--- src/rtl/fir_pkg.sv ---
// Shared types and register map for the FIR configuration master.
package fir_pkg;

  // Sequencing FSM: program length, program taps, read taps back, kick off, poll.
  typedef enum logic [2:0] {
    IDLE          = 3'd0,
    WR_LEN        = 3'd1,
    WR_TAP        = 3'd2,
    RD_TAP        = 3'd3,
    WR_START      = 3'd4,
    POLL_GAP_WAIT = 3'd5,
    POLL_RD       = 3'd6,
    FINISH        = 3'd7
  } fir_state_e;

  // Single-transaction engine states.
  typedef enum logic [1:0] {
    X_IDLE  = 2'd0,
    X_WRITE = 2'd1,
    X_RADDR = 2'd2,
    X_RDATA = 2'd3
  } xfer_state_e;

  // Register offsets in the FIR slave.
  localparam int unsigned REG_AP_CTRL  = 32'h00;
  localparam int unsigned REG_DATA_LEN = 32'h10;
  localparam int unsigned REG_TAP_BASE = 32'h20;

  // ap_done lives in bit 1 of AP_CTRL; writing 1 sets ap_start.
  localparam int unsigned AP_DONE_BIT  = 1;
  localparam int unsigned AP_START_VAL = 32'h1;

  // Byte offset of coefficient k.
  function automatic int unsigned tap_offset(input logic [3:0] idx);
    return REG_TAP_BASE + (32'(idx) << 2);
  endfunction

endpackage

--- src/rtl/fir_cfg_master_if.sv ---
// AXI-Lite bus between the configuration master and the FIR slave.
// Handshake rule on every channel: a transfer happens on the rising edge
// where valid and ready are both high; the source keeps valid and its
// payload stable until that edge and may drop valid only afterwards.
interface fir_cfg_master_if #(
  parameter int pADDR_WIDTH = 12,
  parameter int pDATA_WIDTH = 32
);
  logic                   awvalid;
  logic [pADDR_WIDTH-1:0] awaddr;
  logic                   awready;
  logic                   wvalid;
  logic [pDATA_WIDTH-1:0] wdata;
  logic                   wready;
  logic                   arvalid;
  logic [pADDR_WIDTH-1:0] araddr;
  logic                   arready;
  logic                   rvalid;
  logic                   rready;
  logic [pDATA_WIDTH-1:0] rdata;

  modport master (
    output awvalid, awaddr, wvalid, wdata, arvalid, araddr, rready,
    input  awready, wready, arready, rvalid, rdata
  );

  modport slave (
    input  awvalid, awaddr, wvalid, wdata, arvalid, araddr, rready,
    output awready, wready, arready, rvalid, rdata
  );
endinterface

--- src/rtl/fir_axil_xfer.sv ---
// Runs one AXI-Lite write or read per start request and pulses ack when done.
module fir_axil_xfer
  import fir_pkg::*;
#(
  parameter int pADDR_WIDTH = 12,
  parameter int pDATA_WIDTH = 32
) (
  input  logic                   axis_clk,
  input  logic                   axis_rst,
  input  logic                   start,
  input  logic                   is_write,
  input  logic [pADDR_WIDTH-1:0] addr,
  input  logic [pDATA_WIDTH-1:0] wdata,
  output logic                   idle,
  output logic                   ack,
  output logic [pDATA_WIDTH-1:0] rd_data,
  output xfer_state_e            state_dbg,
  fir_cfg_master_if.master       bus
);

  xfer_state_e state_q, state_d;
  logic        aw_seen_q, w_seen_q;
  logic        aw_hs, w_hs, wr_complete;

  // A write finishes once both address and data handshakes have happened,
  // in either order or together.
  assign aw_hs       = bus.awvalid & bus.awready;
  assign w_hs        = bus.wvalid & bus.wready;
  assign wr_complete = (aw_seen_q | aw_hs) & (w_seen_q | w_hs);
  assign idle        = (state_q == X_IDLE);
  assign state_dbg   = state_q;

  // State register.
  always_ff @(posedge axis_clk or posedge axis_rst) begin
    if (axis_rst) state_q <= X_IDLE;
    else          state_q <= state_d;
  end

  // Next-state logic.
  always_comb begin
    state_d = state_q;
    case (state_q)
      X_IDLE:  if (start) state_d = is_write ? X_WRITE : X_RADDR;
      X_WRITE: if (wr_complete) state_d = X_IDLE;
      X_RADDR: if (bus.arready) state_d = X_RDATA;
      X_RDATA: if (bus.rvalid) state_d = X_IDLE;
      default: state_d = X_IDLE;
    endcase
  end

  // Bus drivers: valids rise on start and fall the cycle after their handshake.
  always_ff @(posedge axis_clk or posedge axis_rst) begin
    if (axis_rst) begin
      bus.awvalid <= 1'b0;
      bus.awaddr  <= '0;
      bus.wvalid  <= 1'b0;
      bus.wdata   <= '0;
      bus.arvalid <= 1'b0;
      bus.araddr  <= '0;
      bus.rready  <= 1'b0;
      aw_seen_q   <= 1'b0;
      w_seen_q    <= 1'b0;
      ack         <= 1'b0;
      rd_data     <= '0;
    end else begin
      ack <= 1'b0;
      case (state_q)
        X_IDLE: begin
          if (start && is_write) begin
            bus.awvalid <= 1'b1;
            bus.wvalid  <= 1'b1;
            bus.awaddr  <= addr;
            bus.wdata   <= wdata;
            aw_seen_q   <= 1'b0;
            w_seen_q    <= 1'b0;
          end else if (start) begin
            bus.arvalid <= 1'b1;
            bus.araddr  <= addr;
          end
        end
        X_WRITE: begin
          if (aw_hs) begin
            bus.awvalid <= 1'b0;
            aw_seen_q   <= 1'b1;
          end
          if (w_hs) begin
            bus.wvalid <= 1'b0;
            w_seen_q   <= 1'b1;
          end
          if (wr_complete) ack <= 1'b1;
        end
        X_RADDR: begin
          // rready only rises after arvalid has dropped, so the two never overlap.
          if (bus.arready) begin
            bus.arvalid <= 1'b0;
            bus.rready  <= 1'b1;
          end
        end
        X_RDATA: begin
          if (bus.rvalid) begin
            bus.rready <= 1'b0;
            rd_data    <= bus.rdata;
            ack        <= 1'b1;
          end
        end
        default: ;
      endcase
    end
  end

endmodule

--- src/rtl/fir_cfg_master.sv ---
// Programs a FIR block over AXI-Lite: length, taps, tap readback check,
// ap_start, then polls ap_done. POLL_GAP must be at least 1.
module fir_cfg_master
  import fir_pkg::*;
#(
  parameter int pADDR_WIDTH = 12,
  parameter int pDATA_WIDTH = 32,
  parameter int Tape_Num    = 11,
  parameter int POLL_GAP    = 4
) (
  input  logic                  axis_clk,
  input  logic                  axis_rst,
  input  logic                  cfg_start,
  input  logic [31:0]           data_len,
  input  logic [Tape_Num*32-1:0] tap_coef,
  fir_cfg_master_if.master      m_axil,
  output logic                  busy,
  output logic                  done,
  output logic                  verify_err,
  output fir_state_e            state_dbg,
  output xfer_state_e           xfer_dbg
);

  localparam int GAP_W = (POLL_GAP > 1) ? $clog2(POLL_GAP) : 1;

  fir_state_e              state_q, state_d;
  logic [3:0]              idx_q, idx_d;
  logic [GAP_W-1:0]        gap_q, gap_d;
  logic [31:0]             len_q;
  logic [Tape_Num*32-1:0]  taps_q;
  logic [31:0]             tap_word;
  logic                    last_tap;

  logic                    x_start, x_write, x_idle, x_ack;
  logic [pADDR_WIDTH-1:0]  x_addr;
  logic [pDATA_WIDTH-1:0]  x_wdata, x_rdata;

  assign tap_word  = taps_q[32*int'(idx_q) +: 32];
  assign last_tap  = (idx_q == 4'(Tape_Num - 1));
  assign busy      = (state_q != IDLE) && (state_q != FINISH);
  assign done      = (state_q == FINISH);
  assign state_dbg = state_q;

  fir_axil_xfer #(
    .pADDR_WIDTH (pADDR_WIDTH),
    .pDATA_WIDTH (pDATA_WIDTH)
  ) u_xfer (
    .axis_clk  (axis_clk),
    .axis_rst  (axis_rst),
    .start     (x_start),
    .is_write  (x_write),
    .addr      (x_addr),
    .wdata     (x_wdata),
    .idle      (x_idle),
    .ack       (x_ack),
    .rd_data   (x_rdata),
    .state_dbg (xfer_dbg),
    .bus       (m_axil)
  );

  // State, tap index and poll-gap counter registers.
  always_ff @(posedge axis_clk or posedge axis_rst) begin
    if (axis_rst) begin
      state_q <= IDLE;
      idx_q   <= '0;
      gap_q   <= '0;
    end else begin
      state_q <= state_d;
      idx_q   <= idx_d;
      gap_q   <= gap_d;
    end
  end

  // Next state and transaction request; a new transfer is requested only
  // when the engine is idle and not in its ack cycle.
  always_comb begin
    state_d = state_q;
    idx_d   = idx_q;
    gap_d   = gap_q;
    x_start = 1'b0;
    x_write = 1'b0;
    x_addr  = '0;
    x_wdata = '0;
    case (state_q)
      IDLE: if (cfg_start) state_d = WR_LEN;
      WR_LEN: begin
        x_start = x_idle & ~x_ack;
        x_write = 1'b1;
        x_addr  = pADDR_WIDTH'(REG_DATA_LEN);
        x_wdata = pDATA_WIDTH'(len_q);
        if (x_ack) state_d = WR_TAP;
      end
      WR_TAP: begin
        x_start = x_idle & ~x_ack;
        x_write = 1'b1;
        x_addr  = pADDR_WIDTH'(tap_offset(idx_q));
        x_wdata = pDATA_WIDTH'(tap_word);
        if (x_ack && last_tap) state_d = RD_TAP;
        else if (x_ack)        idx_d   = idx_q + 4'd1;
      end
      RD_TAP: begin
        x_start = x_idle & ~x_ack;
        x_addr  = pADDR_WIDTH'(tap_offset(idx_q));
        if (x_ack && last_tap) state_d = WR_START;
        else if (x_ack)        idx_d   = idx_q + 4'd1;
      end
      WR_START: begin
        x_start = x_idle & ~x_ack;
        x_write = 1'b1;
        x_addr  = pADDR_WIDTH'(REG_AP_CTRL);
        x_wdata = pDATA_WIDTH'(AP_START_VAL);
        if (x_ack) state_d = POLL_GAP_WAIT;
      end
      POLL_GAP_WAIT: begin
        if (gap_q == GAP_W'(POLL_GAP - 1)) state_d = POLL_RD;
        else                               gap_d   = gap_q + 1'b1;
      end
      POLL_RD: begin
        x_start = x_idle & ~x_ack;
        x_addr  = pADDR_WIDTH'(REG_AP_CTRL);
        if (x_ack) state_d = x_rdata[AP_DONE_BIT] ? FINISH : POLL_GAP_WAIT;
      end
      FINISH:  state_d = IDLE;
      default: state_d = IDLE;
    endcase
    // Counters restart from zero on every state change.
    if (state_d != state_q) begin
      idx_d = '0;
      gap_d = '0;
    end
  end

  // Capture the request and track readback mismatches (sticky per run).
  always_ff @(posedge axis_clk or posedge axis_rst) begin
    if (axis_rst) begin
      len_q      <= '0;
      taps_q     <= '0;
      verify_err <= 1'b0;
    end else if (state_q == IDLE && cfg_start) begin
      len_q      <= data_len;
      taps_q     <= tap_coef;
      verify_err <= 1'b0;
    end else if (state_q == RD_TAP && x_ack && x_rdata != pDATA_WIDTH'(tap_word)) begin
      verify_err <= 1'b1;
    end
  end

endmodule

--- src/flat_wrapper.sv ---
// flat-port wrapper written by rule: the top's interface ports become plain ports
module fir_cfg_master_flat import fir_pkg::*;
#(
  parameter int pADDR_WIDTH = 12,
  parameter int pDATA_WIDTH = 32,
  parameter int Tape_Num    = 11,
  parameter int POLL_GAP    = 4
)
  (axis_clk, axis_rst, cfg_start, data_len, tap_coef, busy, done, verify_err, state_dbg, xfer_dbg, m_axil_awvalid, m_axil_awaddr, m_axil_wvalid, m_axil_wdata, m_axil_arvalid, m_axil_araddr, m_axil_rready, m_axil_awready, m_axil_wready, m_axil_arready, m_axil_rvalid, m_axil_rdata);
  fir_cfg_master_if #(.pADDR_WIDTH(pADDR_WIDTH), .pDATA_WIDTH(pDATA_WIDTH)) m_axil_i ();
  input  logic axis_clk;
  input  logic axis_rst;
  input  logic cfg_start;
  input  logic [31:0] data_len;
  input  logic [Tape_Num*32-1:0] tap_coef;
  output logic busy;
  output logic done;
  output logic verify_err;
  output fir_state_e state_dbg;
  output xfer_state_e xfer_dbg;
  output wire logic [$bits(m_axil_i.awvalid)-1:0] m_axil_awvalid;
  output wire logic [$bits(m_axil_i.awaddr)-1:0] m_axil_awaddr;
  output wire logic [$bits(m_axil_i.wvalid)-1:0] m_axil_wvalid;
  output wire logic [$bits(m_axil_i.wdata)-1:0] m_axil_wdata;
  output wire logic [$bits(m_axil_i.arvalid)-1:0] m_axil_arvalid;
  output wire logic [$bits(m_axil_i.araddr)-1:0] m_axil_araddr;
  output wire logic [$bits(m_axil_i.rready)-1:0] m_axil_rready;
  input wire logic [$bits(m_axil_i.awready)-1:0] m_axil_awready;
  input wire logic [$bits(m_axil_i.wready)-1:0] m_axil_wready;
  input wire logic [$bits(m_axil_i.arready)-1:0] m_axil_arready;
  input wire logic [$bits(m_axil_i.rvalid)-1:0] m_axil_rvalid;
  input wire logic [$bits(m_axil_i.rdata)-1:0] m_axil_rdata;
  assign m_axil_awvalid = m_axil_i.awvalid;
  assign m_axil_awaddr = m_axil_i.awaddr;
  assign m_axil_wvalid = m_axil_i.wvalid;
  assign m_axil_wdata = m_axil_i.wdata;
  assign m_axil_arvalid = m_axil_i.arvalid;
  assign m_axil_araddr = m_axil_i.araddr;
  assign m_axil_rready = m_axil_i.rready;
  assign m_axil_i.awready = m_axil_awready;
  assign m_axil_i.wready = m_axil_wready;
  assign m_axil_i.arready = m_axil_arready;
  assign m_axil_i.rvalid = m_axil_rvalid;
  assign m_axil_i.rdata = m_axil_rdata;
  fir_cfg_master #(.pADDR_WIDTH(pADDR_WIDTH), .pDATA_WIDTH(pDATA_WIDTH), .Tape_Num(Tape_Num), .POLL_GAP(POLL_GAP)) u_core (.axis_clk(axis_clk), .axis_rst(axis_rst), .cfg_start(cfg_start), .data_len(data_len), .tap_coef(tap_coef), .m_axil(m_axil_i), .busy(busy), .done(done), .verify_err(verify_err), .state_dbg(state_dbg), .xfer_dbg(xfer_dbg));
endmodule
--- config.mk ---
export PLATFORM = sky130hd
export DESIGN_NAME = fir_cfg_master_flat
export DESIGN_NICKNAME = d
export VERILOG_FILES = /design/src/rtl/fir_pkg.sv /design/src/rtl/fir_cfg_master_if.sv /design/src/rtl/fir_axil_xfer.sv /design/src/rtl/fir_cfg_master.sv /design/src/flat_wrapper.sv
export SDC_FILE = /design/constraint.sdc
export NUM_CORES = 1
export LEC_CHECK = 0
export CORE_UTILIZATION = 40
export CTS_CLUSTER_SIZE = 20
export DETAILED_ROUTE_END_ITERATION = 10
export PLACE_DENSITY = 0.65
export SLEW_MARGIN = 20
export SYNTH_ARGS = -nofsm -noshare
export SYNTH_HDL_FRONTEND = slang
export SYNTH_SLANG_ARGS = --single-unit
--- constraint.sdc ---
create_clock -name axis_clk -period 21.4 [get_ports axis_clk]
set_input_delay 4.28 -clock axis_clk [delete_from_list [all_inputs] [get_ports axis_clk]]
set_output_delay 4.28 -clock axis_clk [all_outputs]
set_load 0.05 [all_outputs]
==> metrics.csv, run 1 <==
metric;value;unit
synth_edf_count;0;
coreArea;55400;um^2
rsz0062_at_grt;no;
drc_errors;0;
cap_violations;0;
drt-initial-drc-count;1140;
ys_warn_count;0;
ys_seq_area_share;52.9;%
clkLatencyLatePin;600;ps
power.leakage;12.1;nW
cts_max_path_buffers;3;
worst-path-max-fanout;87;
crit_arrival;7800;ps
cts-buffers-inserted;54;
antenna_found_initial;33;
fin_crit_sh;34.1;%
gp_congestion;0.938;
post-cts-setup-buffer-count;0;
ios;491;
grt.overflow.total;0;
path_class;primary input to flip-flop;
hold_viol_final;0;
wl;74400;um
synth.area.top_cells;dfrtp_1, mux2_2, mux2i_1;
die_h;240;um
rows;86;
clk_pin_slew;60;ps
status;complete, no violations;
synth_area;22600;um^2
tightest_slew;1080;ps
grt_max_degree;162;
start_util;40.7;%
clkSinkCount;477;
grt_pass1_vias;16700;
async_reset_ff_share;100;%
skew;16.1;ps
ant_nets;0;
dp.final_hpwl;55300;um
p_per_area;143;nW/um^2
area_growth;31.8;%
finalCriticalPeriod;7310;ps
dominantRegCellSynth;dfrtp_1;
hold_ws;481;ps
dr.pass1.iters;5;
min_delay_path_depth;2;
layout.nets;2616;
slew_headroom;27.5;%
final_common_cell;clkdlybuf4s50_1;
synth.top_cell.area_share;52.9;%
hold_class;flip-flop to flip-flop;
ir_drop;0.0000799;V
postSynthCellCount;1755;
drive_gt1_share;27.0;%
dieArea;57400;um^2
cts_tree;done;
setup_viol;0;
final_cell_mix;clkdlybuf4s50_1, dfrtp_1, mux2_2, mux2i_1, nand2_1;
synth_cell_types;72;
track_usage;25.7;%
synth-seq-cells;477;
ff_latch_area;11900;um^2
yosysTopAreaCell;dfrtp_1;
grt_pass1_wl;108000;um
io_buffers;476;
viasPerCell;5.39;
dr_total_vias;16200;
fin_tns_setup;0;ps
multi_input_area;9860;um^2
cts_htree_levels;2;
required;21890;ps
final_max_slew_viol_count;0;
fillerInstances;4736;
die_w;240;um
root_buffer;clkbuf_16;
startpoint_type;primary input;
critPathCaptureType;flip-flop;
syn_avg_cell_area;12.9;um^2
cts.repair.resized;0;
wl_per_cell;24.7;um
reg2regPathDepth;10;
max_freq;0.137;GHz
postCtsHoldBufs;0;
## path summary, 6_finish.rpt
check                                                 start                          end  slack, ps
worst max-delay path                              cfg_start           u_core.taps_q[211]      14090
worst min-delay path            u_core.u_xfer.bus.wdata[19]  u_core.u_xfer.bus.wdata[19]        480
worst max register to register              u_core.idx_q[0]            u_core.verify_err      16180
worst min register to register  u_core.u_xfer.bus.wdata[19]  u_core.u_xfer.bus.wdata[19]        480
max in group asynchronous                          axis_rst            u_core.taps_q[49]      14920
min in group asynchronous                          axis_rst           u_core.taps_q[305]       4210
## worst max-delay path, stage by stage
cell             delay [ps]
clkdlybuf4s50_1         460
and2_4                  610
buf_4                   930
buf_4                   900
mux2_2                  420
## synth_stat cells, types with 10 or more instances
| master | n |
|---|---|
| a22oi_1 | 19 |
| a21o_1 | 12 |
| a21oi_1 | 60 |
| nor3_1 | 10 |
| a221oi_1 | 21 |
| o211ai_1 | 12 |
| clkbuf_1 | 66 |
| nor2_1 | 53 |
| and3b_1 | 13 |
| buf_4 | 20 |
| buf_6 | 13 |
| dfrtp_1 | 477 |
| inv_1 | 14 |
| o22ai_1 | 15 |
| o21ai_0 | 73 |
| nor2b_1 | 17 |
| mux2_2 | 447 |
| buf_2 | 29 |
| or2_2 | 10 |
| nand3b_1 | 11 |
| mux2i_1 | 116 |
| nand2b_1 | 20 |
| a211oi_1 | 10 |
| nand2_1 | 77 |
## area by class of cell
cell class                      instances  share of cell area [%]
Sequential cell                       477                    40.1
Multi-Input combinational cell       1143                    33.2
Timing Repair Buffer                  500                    16.7
Clock buffer                           81                    5.59
Tap cell                              748                    3.15
Clock inverter                         21                   0.896
Inverter                               14                   0.202
Antenna cell                           24                   0.202
## per-stage QoR
stage                     setup WS [ps]  power, mW  cells  util [%]  instance area [um^2]
after detailed placement          13420       3.28   2882      50.1                 27800
after global routing              13980       4.48   3001      53.7                 29700
final                             14090       4.26   3008      53.7                 29800
after global placement            13500       3.22   2882      50.1                 27800
after CTS                         14070       4.28   2984      53.6                 29700
after floorplan                    3810       2.68   1768         -                 22600
## registers in the layout (all words and copies together), names as in the netlist, 2 cells and up
signal / flops
u_core.gap_q: 2
u_core.u_xfer.bus.araddr: 5
u_core.u_xfer.bus.wdata: 32
u_core.state_dbg: 3
u_core.u_xfer.bus.awaddr: 5
u_core.u_xfer.rd_data: 32
u_core.u_xfer.state_dbg: 2
u_core.taps_q: 352
u_core.idx_q: 4
u_core.len_q: 32
## per-layer routing
layer	routed length, um	GRT usage, %	vias up	share of wire [%]
li1	-	-	7276	-
met1	29500	30.9	8247	40
met2	36600	43.1	527	49
met3	5490	6.98	133	7.4
met4	2740	11.3	18	3.7
met5	124	0	-	0.17
## power by group
group,switching (mW),internal [mW]
registers,0.278,1.35
clock network,0.391,0.598
logic,0.876,0.766
## cells by family after synthesis
| logic type | after synthesis | share of synthesized area, % |
|---|---|---|
| muxes | 571 | 28.3 |
| DFF | 477 | 52.9 |
| AOI/OAI and AO/OA | 288 | 8.63 |
| and+or+nand+nor | 256 | 5.85 |
| buffers and inverters | 148 | 3.75 |
| xor gates and xnor gates | 11 | 0.427 |
| adders and majority gates | 3 | 0.166 |
| other | 1 | 0.0166 |
(Power assumes the default switching activity.)
==> run 2: changes to the inputs <==
==> constraint.sdc (replaced) <==
create_clock -name axis_clk -period 7.2 [get_ports axis_clk]
set_input_delay 1.44 -clock axis_clk [delete_from_list [all_inputs] [get_ports axis_clk]]
set_output_delay 1.44 -clock axis_clk [all_outputs]
set_load 0.05 [all_outputs]
==> run 2 against run 1 <==
  * Global-route usage is 0.61 points higher
  * Combinational power grew to 3.0 times the previous value
  * Die area stayed put
  * Sequential share of layout area is 0.071 points lower
  * Setup slack worse by 11000 ps
  * Power grew to 3.0 times the previous value
  * Clock power grew to 3.0 times the previous value
  * Largest power group unchanged
  * Highest routed layer unchanged
==> metrics.csv, run 2 (synthesis results as in run 1) <==
metric;value;unit;change
path_class;flip-flop to flip-flop;;was primary input to flip-flop
hold_class;flip-flop to flip-flop;;unchanged
antenna_found_initial;38;;was 33
p_seq_share;38.3;%;was 38.2%
regMostFlops;u_core.taps_q;;unchanged
crit_arrival;4560;ps;was 7800 ps
dp.final_hpwl;56000;um;was 55,300 um
ios;491;;unchanged
finalCriticalPeriod;4120;ps;
drt-initial-drc-count;1050;;was 1,140
crit_chain;buf_12 > mux2_2 > a21oi_1 > nor3_1 > nor4_1 > o221a_2 > nand4_1 > nor4_1 > o32ai_1;;was clkdlybuf4s50_1 > and2_4 > buf_4 > buf_4 > mux2_2
final_cell_mix;clkdlybuf4s50_1, dfrtp_1, mux2_2, mux2i_1, nand2_1;;unchanged
gp_congestion;0.956;;was 0.938
cap_violations;0;;unchanged
swShare;36.4;%;was 36.3%
rsz0062_at_grt;no;;unchanged
critPathCaptureType;flip-flop;;unchanged
p_comb_share;38.5;%;was 38.6%
start_util;40.7;%;unchanged
grt_pass1_vias;17000;;was 16,700
required;7640;ps;was 21,890 ps
track_usage;26.3;%;was 25.7%
area_growth;32.1;%;was 31.8%
cts-buffers-inserted;54;;unchanged
startpoint_type;flip-flop;;was primary input
intPower;8.09;mW;was 2.71 mW
ir_drop;0.000236;V;was 0.0000799 V
fin_area;29800;um^2;about the same
largest_reg_flops;352;;unchanged
layout.nets;2614;;was 2,616
setup_slack;3080;ps;was 14,090 ps
cts_tree;done;;unchanged
dr.pass1.iters;5;;unchanged
coreArea;55400;um^2;unchanged
clkPwrFrac;23.2;%;about the same
max_freq;0.243;GHz;
fin_crit_sh;57.2;%;
die_h;240;um;unchanged
viasPerCell;5.44;;was 5.39
tightest_slew;1130;ps;was 1080 ps
clk_pin_slew;60;ps;about the same
grt_pass1_wl;110000;um;was 108,000 um
postCtsHoldBufs;0;;unchanged
status;complete, no violations;;unchanged
clkSinkCount;477;;unchanged
rows;86;;unchanged
die_w;240;um;unchanged
ant_nets;0;;unchanged
clkLatencyLatePin;610;ps;was 600 ps
p_per_area;427;nW/um^2;was 143 nW/um^2
grt.overflow.total;0;;unchanged
post-cts-setup-buffer-count;0;;unchanged
setup_viol;0;;unchanged
finish.utilization;53.8;%;was 53.7%
stdcell_count;3001;;was 3,008
drive_gt1_share;26.8;%;was 27.0%
root_buffer;clkbuf_16;;unchanged
fillerInstances;4708;;was 4,736
dp_cells;2879;;was 2,882
p_sw;4.63;mW;was 1.55 mW
skew;14.5;ps;was 16.1 ps
cts_htree_levels;2;;unchanged
hold_ws;478;ps;was 481 ps
worst-path-max-fanout;95;;was 87
wl_per_cell;25.3;um;was 24.7 um
cts_max_path_buffers;3;;unchanged
crit_path_top_delay_cell;dfrtp_4;;was buf_4
final_max_slew_viol_count;0;;unchanged
final_common_cell;clkdlybuf4s50_1;;unchanged
grt_max_degree;175;;was 162
slew_headroom;24.7;%;was 27.5%
power.leakage;12.1;nW;about the same
post-place-ws;3130;ps;was 13,420 ps
drc_errors;0;;unchanged
wl;76000;um;was 74,400 um
io_buffers;476;;unchanged
slowest_delay;890;ps;was 930 ps
place_area;27800;um^2;about the same
cp_common_cell;nor4_1;;was buf_4
dr_total_vias;16300;;was 16,200
hold_viol_final;0;;unchanged
cts.repair.resized;0;;unchanged
dieArea;57400;um^2;unchanged
path_buf_inv;1;;was 3
critical_path.top_delay_family;compound AO/OA/AOI/OAI gates;;was buffers and inverters
## run 2: cell types whose count changed in the layout (fill, tap and decap cells not counted), moves of 5 or more
| cell | delta |
|---|---|
| clkbuf_8 | -8 |
| buf_4 | -7 |
| buf_12 | +5 |
| clkinvlp_4 | +5 |
## run 2: area by class of cell
| class | count | area, um^2 | share of cell area (%) |
|---|---|---|---|
| Multi-Input combinational cell | 1143 | 9870 | 33.1 |
| Timing Repair Buffer | 498 | 5020 | 16.9 |
| Tap cell | 748 | 936 | 3.14 |
| Clock buffer | 74 | 1560 | 5.22 |
| Antenna cell | 21 | 52.6 | 0.176 |
| Clock inverter | 26 | 368 | 1.23 |
| Sequential cell | 477 | 11900 | 40.1 |
| Inverter | 14 | 56.3 | 0.189 |
## run 2: power groups by stage
| stage | clock network [mW] | logic [mW] | registers [mW] |
|---|---|---|---|
| after floorplan | 0 | 3.00 | 4.95 |
| after global placement | 0 | 4.78 | 4.84 |
| after detailed placement | 0 | 4.87 | 4.91 |
| after CTS | 3.01 | 4.90 | 4.86 |
| after global routing | 3.12 | 5.20 | 5.04 |
| final | 2.95 | 4.89 | 4.87 |
## run 2: path summary, 6_finish.rpt
kind / startpoint / end / slack (ps) / cells past startpoint
max in group asynchronous: axis_rst / u_core.taps_q[71] / 4560 / 4
worst max register to register: u_core.idx_q[0] / u_core.verify_err / 3080 / 9
min in group asynchronous: axis_rst / u_core.taps_q[271] / 1270 / 2
worst max-delay path: u_core.idx_q[0] / u_core.verify_err / 3080 / 9
worst min register to register: u_core.u_xfer.bus.wdata[7] / u_core.u_xfer.bus.wdata[7] / 480 / 2
worst min-delay path: u_core.u_xfer.bus.wdata[7] / u_core.u_xfer.bus.wdata[7] / 480 / 2
## run 2: routing by layer
| metal | global-route usage (%) | wire, um | up-vias |
|---|---|---|---|
| li1 | - | - | 7294 |
| met4 | 8.92 | 1960 | 28 |
| met3 | 6.86 | 5590 | 123 |
| met2 | 45.3 | 38500 | 526 |
| met1 | 31.9 | 29800 | 8360 |
| met5 | 0 | 191 | - |
## run 2: stage by stage
step | TNS (ps) | total power, mW
finish | 0 | 12.7
global route | 0 | 13.4
CTS | 0 | 12.8
detailed placement | 0 | 9.78
global placement | 0 | 9.62
floorplan | -335220 | 7.96
## run 2: tightest hold or removal path: stages (launching register included)
cell	delay, ps
dfrtp_1	340
nand2_1	40
o21ai_0	60
==> run 3: changes to the inputs <==
==> constraint.sdc (replaced) <==
create_clock -name axis_clk -period 4.05 [get_ports axis_clk]
set_input_delay 0.81 -clock axis_clk [delete_from_list [all_inputs] [get_ports axis_clk]]
set_output_delay 0.81 -clock axis_clk [all_outputs]
set_load 0.05 [all_outputs]
==> run 3 against run 2 <==
  * Via count rose by 0.31%
  * Critical path type unchanged
  * Non-clock buffer count is 29 higher
  * Largest cell class unchanged
  * Critical endpoint unchanged
  * Clock skew up 14 ps
  * Largest power group is now sequential cells
==> metrics.csv, run 3 (synthesis results as in run 1) <==
metric;value;unit;change
drt-initial-drc-count;1063;;was 1,050
grt_pass1_vias;17200;;was 17,000
hold_class;flip-flop to flip-flop;;unchanged
postCtsHoldBufs;0;;unchanged
clk_pin_slew;60;ps;about the same
cts-buffers-inserted;52;;was 54
crit_arrival;4070;ps;was 4560 ps
max_freq;0.278;GHz;was 0.243 GHz
path_buf_inv;1;;unchanged
hold_viol_final;0;;unchanged
cts.repair.resized;0;;unchanged
swShare;37.3;%;was 36.4%
p_seq_share;39.5;%;was 38.3%
clkLatencyLatePin;610;ps;about the same
clkPwrFrac;21.7;%;was 23.2%
fin_crit_sh;89.0;%;was 57.2%
startpoint_type;flip-flop;;unchanged
critical_path.top_delay_family;compound AO/OA/AOI/OAI gates;;unchanged
path_class;flip-flop to flip-flop;;unchanged
ios;491;;unchanged
dp.final_hpwl;61000;um;was 56,000 um
drc_errors;0;;unchanged
coreArea;55400;um^2;unchanged
final_max_slew_viol_count;0;;unchanged
regMostFlops;u_core.taps_q;;unchanged
layout.nets;2641;;was 2,614
skew;28.1;ps;was 14.5 ps
p_comb_share;38.8;%;was 38.5%
cts_htree_levels;2;;unchanged
finish.utilization;54.0;%;was 53.8%
p_total;22.5;mW;was 12.7 mW
crit_chain;nor2_4 > buf_4 > a221oi_1 > a211o_1 > o21ai_0 > nor3_1 > nand4_1 > nor4_1 > o32ai_1;;was buf_12 > mux2_2 > a21oi_1 > nor3_1 > nor4_1 > o221a_2 > nand4_1 > nor4_1 > o32ai_1
fillerInstances;4758;;was 4,708
track_usage;27.5;%;was 26.3%
start_util;40.7;%;unchanged
largest_reg_flops;352;;unchanged
cts_tree;done;;unchanged
ff_latch_area;11900;um^2;unchanged
finalCriticalPeriod;3600;ps;was 4120 ps
p_per_area;753;nW/um^2;was 427 nW/um^2
die_w;240;um;unchanged
io_buffers;476;;unchanged
reg2regPathDepth;9;;unchanged
antenna_found_initial;20;;was 38
grt_pass1_wl;114000;um;was 110,000 um
cap_violations;0;;unchanged
wl_per_cell;26.0;um;was 25.3 um
drive_gt1_share;27.6;%;was 26.8%
final_common_cell;clkdlybuf4s50_1;;unchanged
dr_total_vias;16400;;was 16,300
required;4510;ps;was 7640 ps
dr.pass1.iters;5;;unchanged
tightest_slew;1040;ps;was 1130 ps
post-cts-setup-buffer-count;0;;unchanged
slew_headroom;30.7;%;was 24.7%
power.leakage;12.2;nW;was 12.1 nW
critPathCaptureType;flip-flop;;unchanged
final_cell_mix;clkdlybuf4s50_1, dfrtp_1, mux2_2, mux2i_1, nand2_1;;unchanged
multi_input_area;9860;um^2;was 9870 um^2
clkSinkCount;477;;unchanged
rows;86;;unchanged
min_delay_path_depth;2;;unchanged
rsz0062_at_grt;no;;unchanged
ant_nets;0;;unchanged
status;complete, no violations;;unchanged
grt_max_degree;119;;was 175
intPower;14.1;mW;was 8.09 mW
slowest_delay;820;ps;was 890 ps
viasPerCell;5.42;;was 5.44
setup_viol;0;;unchanged
cts_max_path_buffers;3;;unchanged
gp_congestion;0.934;;was 0.956
worst-path-max-fanout;19;;was 95
crit_path_top_delay_cell;a221oi_1;;was dfrtp_4
dieArea;57400;um^2;unchanged
root_buffer;clkbuf_16;;unchanged
grt.overflow.total;0;;unchanged
die_h;240;um;unchanged
ir_drop;0.000322;V;was 0.000236 V
p_sw;8.39;mW;was 4.63 mW
path_depth;9;;unchanged
wl;78600;um;was 76,000 um
area_growth;32.6;%;was 32.1%
-- run 3: final timing paths --
path,startpoint,end,slack (ps)
max,u_core.idx_q[2],u_core.verify_err,450
min,u_core.u_xfer.bus.araddr[2],u_core.u_xfer.bus.araddr[2],480
max reg2reg,u_core.idx_q[2],u_core.verify_err,450
min reg2reg,u_core.u_xfer.bus.araddr[2],u_core.u_xfer.bus.araddr[2],480
max in group asynchronous,axis_rst,u_core.len_q[13],2300
min in group asynchronous,axis_rst,u_core.taps_q[241],640
-- run 3: power by group through the flow --
stage / Clock [mW] / Combinational (mW) / Sequential (mW)
after floorplan: 0 / 5.34 / 8.81
after global placement: 0 / 8.56 / 8.91
after detailed placement: 0 / 8.70 / 8.95
after CTS: 5.00 / 8.74 / 8.88
after global routing: 5.18 / 9.33 / 9.15
final: 4.89 / 8.74 / 8.90
-- run 3: routing by layer --
layer / up-vias / part of all wire, % / global-route usage, %
met5: - / 0.081 / 0
met4: 10 / 5.0 / 14.6
met3: 162 / 7.4 / 7.18
met2: 616 / 48 / 44.9
met1: 8254 / 39 / 33.1
li1: 7339 / - / -
-- run 3: worst register-to-register path: cells and delay by family (launching register included) --
| family | cells | cell delay [ps] |
|---|---|---|
| and+or+nand+nor | 4 | 1160 |
| AOI/OAI and AO/OA | 4 | 1320 |
| buffers and inverters | 1 | 290 |
| DFF | 1 | 700 |
-- run 3: through the flow --
stage          hold WS, ps  area [um^2]  setup slack, ps  cells  setup TNS (ps)
3_5_place_dp           470        28100              536   2909               0
6_report               480        29900              447   3021               0
5_1_grt                508        29900              238   3015               0
4_1_cts                484        29900              497   3007               0
2_1_floorplan          463        22600            -3220   1768        -1537260
3_3_place_gp           465        28100              614   2909               0
-- run 3: layout make-up --
cell class              instances  share of cell area [%]
diodes                         14                   0.117
clock buffers                  80                    5.34
clock inverters                18                   0.598
inverters                      14                   0.188
multi-input cells            1143                    33.0
flip-flops and latches        477                    39.9
well taps                     748                    3.13
repair buffers                527                    17.7
